==> config.mk <==
export PLATFORM = sky130hd
export DESIGN_NAME = addsub_rr_arbiter
export DESIGN_NICKNAME = d
export VERILOG_FILES = /design/src/rtl/addsub_rr_arbiter.sv
export SDC_FILE = /design/constraint.sdc
export NUM_CORES = 1
export LEC_CHECK = 0
export ABC_AREA = 1
export CAP_MARGIN = 25
export CORE_MARGIN = 2
export CORE_UTILIZATION = 43
export CTS_CLUSTER_DIAMETER = 200
export DETAILED_ROUTE_END_ITERATION = 16
export PLACE_DENSITY = 0.87
export SLEW_MARGIN = 5
export SYNTH_ARGS = -nofsm -noshare
export SYNTH_HDL_FRONTEND = slang
export SYNTH_SLANG_ARGS = --single-unit
==> constraint.sdc <==
create_clock -name clk -period 4 [get_ports clk]
set_input_delay 0.6 -clock clk [delete_from_list [all_inputs] [get_ports clk]]
set_output_delay 0.6 -clock clk [all_outputs]
set_load 0.05 [all_outputs]
==> src/rtl/addsub_rr_arbiter.sv <==
// rtl/addsub_rr_arbiter.sv - round-robin arbiter sharing one add/sub datapath
// Grants one requester per cycle and registers the result with valid/ready.

module adder_subtractor_dut #(
  parameter int WIDTH = 4
) (
  input  logic [WIDTH-1:0] x_i,
  input  logic [WIDTH-1:0] y_i,
  input  logic             sub_i,
  output logic [WIDTH-1:0] result_o,
  output logic             cout_o,
  output logic             ovf_o
);
  logic [WIDTH:0]   sum;
  logic [WIDTH-1:0] y_eff;

  // Subtract as x + ~y + 1 so carry out means "no borrow".
  assign y_eff    = sub_i ? ~y_i : y_i;
  assign sum      = {1'b0, x_i} + {1'b0, y_eff} + {{WIDTH{1'b0}}, sub_i};
  assign result_o = sum[WIDTH-1:0];
  assign cout_o   = sum[WIDTH];
  assign ovf_o    = sub_i ? ((x_i[WIDTH-1] != y_i[WIDTH-1]) && (result_o[WIDTH-1] != x_i[WIDTH-1]))
                          : ((x_i[WIDTH-1] == y_i[WIDTH-1]) && (result_o[WIDTH-1] != x_i[WIDTH-1]));
endmodule

module addsub_rr_arbiter #(
  parameter int WIDTH = 4,
  parameter int N_REQ = 4,
  parameter int IDW   = 2
) (
  input  logic                   clk,
  input  logic                   rst_n,
  input  logic [N_REQ-1:0]       req,
  input  logic [N_REQ*WIDTH-1:0] req_x,
  input  logic [N_REQ*WIDTH-1:0] req_y,
  input  logic [N_REQ-1:0]       req_add_n,
  output logic [N_REQ-1:0]       gnt,
  output logic                   rsp_valid,
  input  logic                   rsp_ready,
  output logic [IDW-1:0]         rsp_id,
  output logic [WIDTH-1:0]       rsp_result,
  output logic                   rsp_cout,
  output logic                   rsp_ovf
);
  logic [IDW-1:0]   ptr_q, ptr_d;
  logic             rsp_valid_q, rsp_valid_d;
  logic [IDW-1:0]   rsp_id_q, rsp_id_d;
  logic [WIDTH-1:0] rsp_result_q, rsp_result_d;
  logic             rsp_cout_q, rsp_cout_d;
  logic             rsp_ovf_q, rsp_ovf_d;

  logic             found;
  logic             gnt_any;
  logic             slot_free;
  logic [IDW-1:0]   sel;
  logic [WIDTH-1:0] x_mux, y_mux;
  logic             sub_mux;
  logic [WIDTH-1:0] alu_result;
  logic             alu_cout, alu_ovf;

  assign slot_free = !rsp_valid_q || rsp_ready;

  // Scan from ptr with wrap; works for non-power-of-two N_REQ.
  always_comb begin
    found = 1'b0;
    sel   = '0;
    for (int k = 0; k < N_REQ; k++) begin
      int idx;
      idx = int'(ptr_q) + k;
      if (idx >= N_REQ) idx = idx - N_REQ;
      if (!found && req[idx]) begin
        found = 1'b1;
        sel   = IDW'(idx);
      end
    end
  end

  assign gnt_any = found && slot_free && rst_n;
  assign gnt     = gnt_any ? (N_REQ'(1) << sel) : '0;

  assign x_mux   = req_x[int'(sel)*WIDTH +: WIDTH];
  assign y_mux   = req_y[int'(sel)*WIDTH +: WIDTH];
  assign sub_mux = req_add_n[sel];

  adder_subtractor_dut #(.WIDTH(WIDTH)) u_alu (
    .x_i      (x_mux),
    .y_i      (y_mux),
    .sub_i    (sub_mux),
    .result_o (alu_result),
    .cout_o   (alu_cout),
    .ovf_o    (alu_ovf)
  );

  always_comb begin
    ptr_d        = ptr_q;
    rsp_valid_d  = rsp_valid_q;
    rsp_id_d     = rsp_id_q;
    rsp_result_d = rsp_result_q;
    rsp_cout_d   = rsp_cout_q;
    rsp_ovf_d    = rsp_ovf_q;
    if (gnt_any) begin
      ptr_d        = (sel == IDW'(N_REQ - 1)) ? '0 : sel + IDW'(1);
      rsp_valid_d  = 1'b1;
      rsp_id_d     = sel;
      rsp_result_d = alu_result;
      rsp_cout_d   = alu_cout;
      rsp_ovf_d    = alu_ovf;
    end else if (rsp_ready) begin
      rsp_valid_d  = 1'b0;
    end
  end

  always_ff @(posedge clk or negedge rst_n) begin
    if (!rst_n) begin
      ptr_q        <= '0;
      rsp_valid_q  <= 1'b0;
      rsp_id_q     <= '0;
      rsp_result_q <= '0;
      rsp_cout_q   <= 1'b0;
      rsp_ovf_q    <= 1'b0;
    end else begin
      ptr_q        <= ptr_d;
      rsp_valid_q  <= rsp_valid_d;
      rsp_id_q     <= rsp_id_d;
      rsp_result_q <= rsp_result_d;
      rsp_cout_q   <= rsp_cout_d;
      rsp_ovf_q    <= rsp_ovf_d;
    end
  end

  assign rsp_valid  = rsp_valid_q;
  assign rsp_id     = rsp_id_q;
  assign rsp_result = rsp_result_q;
  assign rsp_cout   = rsp_cout_q;
  assign rsp_ovf    = rsp_ovf_q;
endmodule

**Word-level counts from Yosys, hierarchy flattened**

Cells that the tools add are included.

- Word-level logic and storage cells: 78
- Input port bits: 43
- Bits in registers: 11

- Equality and inequality tests: 4
- Shift operators: 3
- Order comparisons: 9
- Multiplexer cells: 32
- Reduce and logical (&&, ||, !) cells: 13
- Add/sub/neg operators: 10
- Bitwise logic cells: 1

Operators by type and width:

| cell | number |
|---|---|
| < comparator 32 x 4 -> 1 bit, second input constant | 4 |
| two-way mux 32 bit | 4 |
| indexed part select 16 x 5 -> 4 bit | 2 |
| two-way mux 1 bit | 16 |
| subtractor 3 x 3 -> 4 bit, second input constant | 3 |
| binary-select mux 1 bit (select 2 bit) | 5 |
| two-way mux 2 bit | 5 |
| >= comparator 3 bit, second input constant | 3 |
| two-way mux 4 bit | 2 |
| logical AND 1 bit | 7 |
| adder 2 x 2 -> 3 bit, second input constant | 2 |
| adder 4 x 4 -> 5 bit | 1 |
| adder 5 x 1 -> 5 bit | 1 |
| zero test 1 bit | 4 |
| NOT 4 bit | 1 |
| left shift 1 x 2 -> 4 bit, first input constant | 1 |
| subtractor 2 x 3 -> 4 bit, second input constant | 1 |
| adder 2 x 1 -> 3 bit, second input constant | 1 |
| >= comparator 2 x 3 -> 1 bit, second input constant | 1 |
| < comparator 2 x 3 -> 1 bit, second input constant | 1 |
| adder 2 x 1 -> 2 bit, second input constant | 1 |
| == test 2 bit, second input constant | 1 |
| != test 1 bit | 2 |
| nonzero test 2 bit | 1 |
| other kinds (2) | 2 |

**Logic depth before layout (Yosys ltp)**

Gate-level depths: netlist (run 1).

- Depth in word-level cells: 23
- Depth in mapped cells: 25

**Modules after synthesis**

A second synthesis (run 1) with hierarchy kept.

- Cells, all modules: 243
- Area, all modules: 1427.6 sq um

By module, submodules not included:

| module | instances | area each (sq um) | cells an instance | seq. area each (sq um) |
|---|---|---|---|---|
| addsub_rr_arbiter | 1 | 1211.2 | 209 | 275.3 |
| adder_subtractor_dut | 1 | 216.5 | 34 | 0.0 |

**Worst setup path before layout (run 1)**

Ideal clock, no wire load.

- Path type: input to output
- Start point: in req[1]
- End point: out gnt[2]
- Data arrival time: 2.451 ns
- Cell stages on the path: 12
- Path slack: 0.949 ns
- Cell sequence: inv_1 > nand2_1 > nand3_2 > nand2_2 > nor2_8 > nand3_4 > nand3_4 > buf_8 > buf_2 > ha_1 > inv_1 > nor2_1

- Longest elaborated chain between the ends: 16
- Elaborated cells on any way between the ends: 30
- Classes of those cells: shift (1); mux (21); reduce/logical (8)

Ends and longest elaborated chain:

| what | RTL line | text |
|---|---|---|
| from (decl) | 33 | `input logic [N_REQ-1:0] req,` |
| binary-select mux 1 bit (select 2 bit) | 71 | `if (!found && req[idx]) begin` |
| two-way mux 1 bit (not written as such) (2 in series) | 71 |  |
| two-way mux 1 bit | 71 |  |
| zero test 1 bit | 71 |  |
| logical AND 1 bit | 71 |  |
| two-way mux 1 bit | 71 |  |
| zero test 1 bit | 71 |  |
| logical AND 1 bit | 71 |  |
| two-way mux 1 bit | 71 |  |
| zero test 1 bit | 71 |  |
| logical AND 1 bit | 71 |  |
| two-way mux 1 bit | 71 |  |
| logical AND 1 bit (2 in series) | 78 | `assign gnt_any = found && slot_free && rst_n;` |
| two-way mux 4 bit * | 79 | `assign gnt = gnt_any ? (N_REQ'(1) << sel) : '0;` |
| to (decl) | 37 | `output logic [N_REQ-1:0] gnt,` |

Mark *: on every way between the ends. The rest lies on a longest branch, timed or not. The select of a mux whose other input is x is not followed.

**Worst setup path after layout (run 1)**

- Start point: in req[3]
- End point: reg rsp_ovf_q (netlist: rsp_ovf)

- Longest elaborated chain between the ends: 21
- Elaborated cells on any way between the ends: 42
- Classes of those cells: add/sub (2); eq/ne (3); shift (2); mux (24); bitwise (1); reduce/logical (10)

Ends and longest elaborated chain:

| what | RTL line | text |
|---|---|---|
| binary-select mux 1 bit (select 2 bit) | 71 |  |
| two-way mux 1 bit (not written as such) (2 in series) | 71 |  |
| two-way mux 1 bit | 71 |  |
| zero test 1 bit | 71 |  |
| logical AND 1 bit | 71 |  |
| two-way mux 1 bit | 71 |  |
| zero test 1 bit | 71 |  |
| logical AND 1 bit | 71 |  |
| (+4 left out) | - |  |
| indexed part select 16 x 5 -> 4 bit or binary-select mux 1 bit (select 2 bit) (tied branches) | 82, 83 |  |
| NOT 4 bit or two-way mux 1 bit (tied branches) | 18, 83 |  |
| two-way mux 4 bit | 18 | `assign y_eff = sub_i ? ~y_i : y_i;` |
| adder 4 x 4 -> 5 bit | 19 | `assign sum = {1'b0, x_i} + {1'b0, y_eff} + {{WIDTH{1'b0}}, sub_i};` |
| adder 5 x 1 -> 5 bit | 19 |  |
| != test 1 bit | 22, 23 |  |
| logical AND 1 bit (on tied branches) | 23, 22 |  |
| two-way mux 1 bit | 22 | `assign ovf_o = sub_i ? ((x_i[WIDTH-1] != y_i[WIDTH-1]) && (result_o[WIDTH-1] != x_i[WIDTH-1]))` |
| to (signal assigned) | 127 | `rsp_ovf_q <= rsp_ovf_d;` |
| to (decl) | 50 | `logic rsp_ovf_q, rsp_ovf_d;` |

Parallel ways exist; a longest one is shown, timed or not. The select of a mux whose other input is x is not followed.
A chain may end at the register's enable or synchronous reset.

==> impl_metrics.toml, run 1 <==
[route]
detail_route.first_pass.iterations = 4
drc = 0
drt_iter0_markers = 100
ant_nets = 0
drt_wl_total_mm = 3.61
wl_per_cell_um = 10.8
num_vias = 1601
vias_per_cell = 4.78

[clock_network]
clkTransAtPathRegs_ns = 0.07
post_cts_buffers = 0
cts_root_buf = "clkbuf_4"
post_cts_resized = 0
cts_sinks = 11
cts_tree = "built"
cts_hold_buffers = 0
numCtsBuffers = 3
insertion_delay_ns = 0.26
clockBufferDepth = 2
htree_levels = 1

[setup_path]
arrival_ns = 3.65
crit_family = "simple AND/OR/NAND/NOR gates"
worstSetupPathType = "in2reg"
crit_end = "rsp_ovf$_DFFE_PN0P_"
cp-start-kind = "primary input"
worstPathRequired_ns = 4.16
timing.rr.start = "ptr_q[0]$_DFFE_PN0P_"
timing.rr.end = "rsp_ovf$_DFFE_PN0P_"
crit_path_max_incr_delay_ns = 0.48
cp.depth = 19
cp_slowest_cell = "clkdlybuf4s50_1"
reg2reg_depth = 18
cp-end-kind = "register"
crit_start = "req[3]"
crit_top_cell = "nand2_1"
reg2reg_slack_ns = 0.62
path_cells = "clkdlybuf4s50_1 -> inv_1 -> nand2_1 -> nand3_1 -> nand2_2 -> inv_1 -> nand3_4 -> nand3_4 -> inv_2 -> nand2_1 -> a32oi_1 -> xor2_1 -> ha_1 -> a21oi_1 -> nand3_1 -> nand3_1 -> nand2_1 -> nand2_1 -> nand2_1"
cp_max_fo = 17
critical_path_buf_inv_count = 4

[floorplanning]
initial_core_util_pct = 46.2
row_count = 21
dieArea_um2 = 4170
io_pins = 56
die_h_um = 64.6
die_w_um = 64.6
core_area_um2 = 3420

[hold_path]
hp-class = "reg2reg"

[sta]
rsz0062_at_grt = "false"
hold_viol = 0
fin_skew_ns = 0.00197
post-route-period-util_pct = 87.2
fmax_mhz = 287
fin_crit_ns = 3.49
tightest_slew_ns = 0.506
slew_viol_final = 0
setup_viol = 0
tns_ns = 0
max_slew_margin_pct = 66.2

[cells_and_area]
syn_to_final_growth_pct = 39.0
drive_above_1_share_pct = 21.1
nets = 341
fillerInstances = 302
final_cell_mix = "nand2_1, clkdlybuf4s50_1, inv_1"
multi_input_area_um2 = 1110
fin_area_um2 = 2190
seq_area_um2 = 275
diodes = 0
layout_commonest_cell = "nand2_1"

[place]
dp_hpwl_mm = 2.92
place_area_um2 = 2160
io_buffers = 55
place_congestion = 0.847

[global_routing]
grt_pass1_vias = 1420
overflow = 0
grt_pass1_wl_mm = 6.15
antenna_found_initial = 0
grt_max_degree = 18
grtUsageTotal_pct = 17.9

[job]
max-cap-violations = 0

[status]
status = "complete, no violations"

[synthesis]
syn-num-nets = 284
synthCells = 233
synth.distinct_cells = 29
netlist_area_um2 = 1580
ys_seq_area_share_pct = 17.5
syn_area_per_cell_um2 = 6.77
yosysWarnings = 0
ys_seq_elements = 11
==> worst min path at each step <==
stage / start / to / slack [ns] / depth (start not counted)
floorplan: rst_n / ptr_q[0]$_DFFE_PN0P_ / 0.30 / 0
global placement: rsp_id[1]$_DFFE_PN0P_ / rsp_id[1]$_DFFE_PN0P_ / 0.47 / 2
detailed placement: rsp_id[1]$_DFFE_PN0P_ / rsp_id[1]$_DFFE_PN0P_ / 0.47 / 2
CTS: rsp_id[1]$_DFFE_PN0P_ / rsp_id[1]$_DFFE_PN0P_ / 0.49 / 2
global route: rsp_cout$_DFFE_PN0P_ / rsp_cout$_DFFE_PN0P_ / 0.53 / 2
finish: rsp_id[1]$_DFFE_PN0P_ / rsp_id[1]$_DFFE_PN0P_ / 0.49 / 2
==> sequential cells by signal (all words and copies together) (netlist names) <==
name / flops
rsp_cout: 1
rsp_valid: 1
rsp_ovf: 1
ptr_q: 2
rsp_id: 2
rsp_result: 4
==> logic make-up after synthesis <==
logic type | after synthesis | synth area share [%]
AOI/OAI and AO/OA | 22 | 7.78
buffers and inverters | 39 | 11.8
and+or+nand+nor | 150 | 54.4
adders and majority gates | 8 | 6.83
xor gates and xnor gates | 3 | 1.67
DFF | 11 | 17.5
==> metrics by stage <==
step / setup slack [ns] / utilization (%) / hold slack, ns / std cells
floorplan: 0.949 / - / 0.304 / 233
global placement: 0.416 / 63.4 / 0.467 / 331
detailed placement: 0.278 / 63.4 / 0.475 / 331
CTS: 0.510 / 64.1 / 0.492 / 335
global route: 0.181 / 64.1 / 0.526 / 335
finish: 0.511 / 64.1 / 0.488 / 335
==> worst reg2reg max path: stages (launching register included) <==
cell and delay, ns:
dfrtp_1 0.65, inv_6 0.12, nand2_2 0.10, nand3_1 0.11, nand2_2 0.11, inv_1 0.09, nand3_4 0.16, nand3_4 0.21
inv_2 0.26, nand2_1 0.08, a32oi_1 0.22, xor2_1 0.18, ha_1 0.29, a21oi_1 0.27, nand3_1 0.15, nand3_1 0.10
nand2_1 0.06, nand2_1 0.06, nand2_1 0.05
==> cell usage after synthesis <==
library cell  number  area share (%)
nor2_8             2             2.5
buf_2              1            0.32
inv_2              4            0.95
nand3_2            8             5.1
xor2_1             2             1.1
buf_6              3             2.1
nand2_4            9             6.4
nand3_4            3             3.3
nand3_1           17             5.4
ha_1               7             5.6
buf_8              1            0.95
o22ai_1            2            0.79
nand2_1           66              16
and2_4             1            0.56
a32oi_1            2             1.1
dfrtp_1           11              17
a21oi_1            4             1.3
o21ai_0           11             3.5
fa_1               1             1.3
inv_6              1            0.56
nor2_1            13             3.1
nand4_1            8             3.2
o21ai_1            2            0.63
xnor2_1            1            0.56
inv_1             28             6.7
nor2_2             2            0.79
a21boi_0           1            0.48
nand2_2           21             8.3
clkbuf_1           1            0.24
==> final cells by class <==
| class | instances | area share (%) |
|---|---|---|
| Clock buffer | 4 | 1.20 |
| Inverter | 33 | 5.88 |
| Multi-Input combinational cell | 183 | 50.9 |
| Sequential cell | 11 | 12.6 |
| Tap cell | 46 | 2.63 |
| Timing Repair Buffer | 58 | 26.8 |
==> metal layers <==
metal / GRT usage (%) / share of wire, % / up-vias / routed length (um)
met2: 31.9 / 48 / 53 / 1720
met5: 0 / 0 / - / 0
met4: 3.19 / 0 / 0 / 0
met1: 24.3 / 48 / 688 / 1730
li1: - / - / 860 / -
met3: 0.521 / 4.5 / 0 / 161
Power of run 1 is left out: the tool's default activity adds up to more than one toggle a clock period on the data nets, which glitch-free logic cannot reach.
==> run 2: changes to the inputs <==
==> constraint.sdc (replaced) <==
create_clock -name clk -period 4 [get_ports clk]
set_input_delay 0.8 -clock clk [delete_from_list [all_inputs] [get_ports clk]]
set_output_delay 0.8 -clock clk [all_outputs]
set_load 0.05 [all_outputs]
==> impl_metrics.toml, run 2 (synthesized netlist as in run 1, its figures left out) <==
[sta]
rsz0062_at_grt = "false"
max_slew_margin_pct = 66.8
worst_hold_slack_ns = 0.484
hold_viol = 0
setup_viol = 0
tightest_slew_ns = 0.496
fmax_mhz = 269
fin_skew_ns = 0.00241
slew_viol_final = 0
fin_crit_ns = 3.72
post-route-period-util_pct = 93.1
tns_ns = 0

[clock_network]
post_cts_resized = 0
insertion_delay_ns = 0.27
cts_sinks = 11
htree_levels = 1
cts_root_buf = "clkbuf_4"
clkTransAtPathRegs_ns = 0.07
clockBufferDepth = 2
numCtsBuffers = 3
cts_hold_buffers = 0
post_cts_buffers = 0
cts_tree = "built"

[setup_path]
critical_path_buf_inv_count = 5
arrival_ns = 2.92
worstSetupPathType = "in2out"
cp-end-kind = "output port"
crit_family = "simple AND/OR/NAND/NOR gates"
cp_max_fo = 15
cp_slowest_cell = "clkdlybuf4s50_1"
path_cells = "clkdlybuf4s50_1 -> inv_1 -> nand2_1 -> nand3_2 -> nand2_2 -> nor2_8 -> nand3_2 -> inv_2 -> nand2_1 -> nand2_2 -> ha_1 -> inv_1 -> nor2_1 -> buf_12"
cp-start-kind = "primary input"
crit_path_max_incr_delay_ns = 0.44
worstPathRequired_ns = 3.20

[global_routing]
grt_max_degree = 16
antenna_found_initial = 0
overflow = 0
grtUsageTotal_pct = 18.7
grt_pass1_vias = 1442
grt_pass1_wl_mm = 6.34

[route]
vias_per_cell = 4.86
wl_per_cell_um = 10.8
detail_route.first_pass.iterations = 4
drt_iter0_markers = 86
ant_nets = 0
num_vias = 1632
drt_wl_total_mm = 3.63
drc = 0

[floorplanning]
io_pins = 56
core_area_um2 = 3420
initial_core_util_pct = 46.2
die_h_um = 64.6
die_w_um = 64.6
row_count = 21
dieArea_um2 = 4170

[cells_and_area]
fin_area_um2 = 2220
drive_above_1_share_pct = 21.4
largest_reg_flops = 4
syn_to_final_growth_pct = 41.0
diodes = 0
nets = 342
final_cell_mix = "nand2_1, clkdlybuf4s50_1, inv_1"
layout_commonest_cell = "nand2_1"

[hold_path]
hp-class = "reg2reg"

[place]
io_buffers = 55
dp_hpwl_mm = 3.05
place_congestion = 0.892
place_area_um2 = 2200

[status]
status = "complete, no violations"

[job]
max-cap-violations = 0
run 2: worst paths after layout:
| kind | start | to | slack (ns) | cells after the start |
|---|---|---|---|---|
| worst max-delay path | req[1] | gnt[0] | 0.28 | 14 |
| worst min-delay path | rsp_cout$_DFFE_PN0P_ | rsp_cout$_DFFE_PN0P_ | 0.48 | 2 |
| worst max register to register | ptr_q[0]$_DFFE_PN0P_ | rsp_ovf$_DFFE_PN0P_ | 0.74 | 18 |
| worst min register to register | rsp_cout$_DFFE_PN0P_ | rsp_cout$_DFFE_PN0P_ | 0.48 | 2 |
| max in group asynchronous | rst_n | rsp_result[1]$_DFFE_PN0P_ | 3.02 | 2 |
| min in group asynchronous | rst_n | ptr_q[1]$_DFFE_PN0P_ | 0.83 | 2 |
run 2: metrics by stage:
| stage | utilization [%] | setup slack, ns | instances |
|---|---|---|---|
| final | 65.1 | 0.276 | 336 |
| after global routing | 65.1 | 0.105 | 336 |
| after CTS | 65.1 | 0.295 | 336 |
| after detailed placement | 64.3 | 0.192 | 332 |
| after global placement | 64.3 | 0.281 | 332 |
| after floorplan | - | 0.549 | 233 |
run 2: metal layers:
layer | wire (um) | up-vias | GRT usage (%)
met5 | 0 | - | 0
li1 | - | 859 | -
met2 | 1710 | 59 | 32.4
met4 | 49 | 0 | 5.05
met1 | 1680 | 710 | 24.9
met3 | 179 | 4 | 1.56
run 2: area by class of cell:
type / instances / area, um2
inverters: 33 / 129
clock buffers: 4 / 26.3
multi-input cells: 183 / 1110
well taps: 46 / 57.6
repair buffers: 59 / 621
flip-flops and latches: 11 / 275
fillers: 306 / 1190
run 2: worst min-delay path, cell delays in order (launching register included):
cell and delay [ns]:
dfrtp_1 0.34, nand2_1 0.05, o21ai_0 0.06
Power of run 2 is left out for the same reason.
==> run 3: changes to the inputs <==
--- a/config.mk
+++ b/config.mk
@@ -12,7 +12,7 @@
 export CTS_CLUSTER_DIAMETER = 200
 export DETAILED_ROUTE_END_ITERATION = 16
 export PLACE_DENSITY = 0.87
-export SLEW_MARGIN = 5
+export SLEW_MARGIN = 10
 export SYNTH_ARGS = -nofsm -noshare
 export SYNTH_HDL_FRONTEND = slang
 export SYNTH_SLANG_ARGS = --single-unit
==> results of run 3 <==
The final DEF is identical to that of run 2; final timing and power are the same.
Power of run 3 is left out for the same reason.
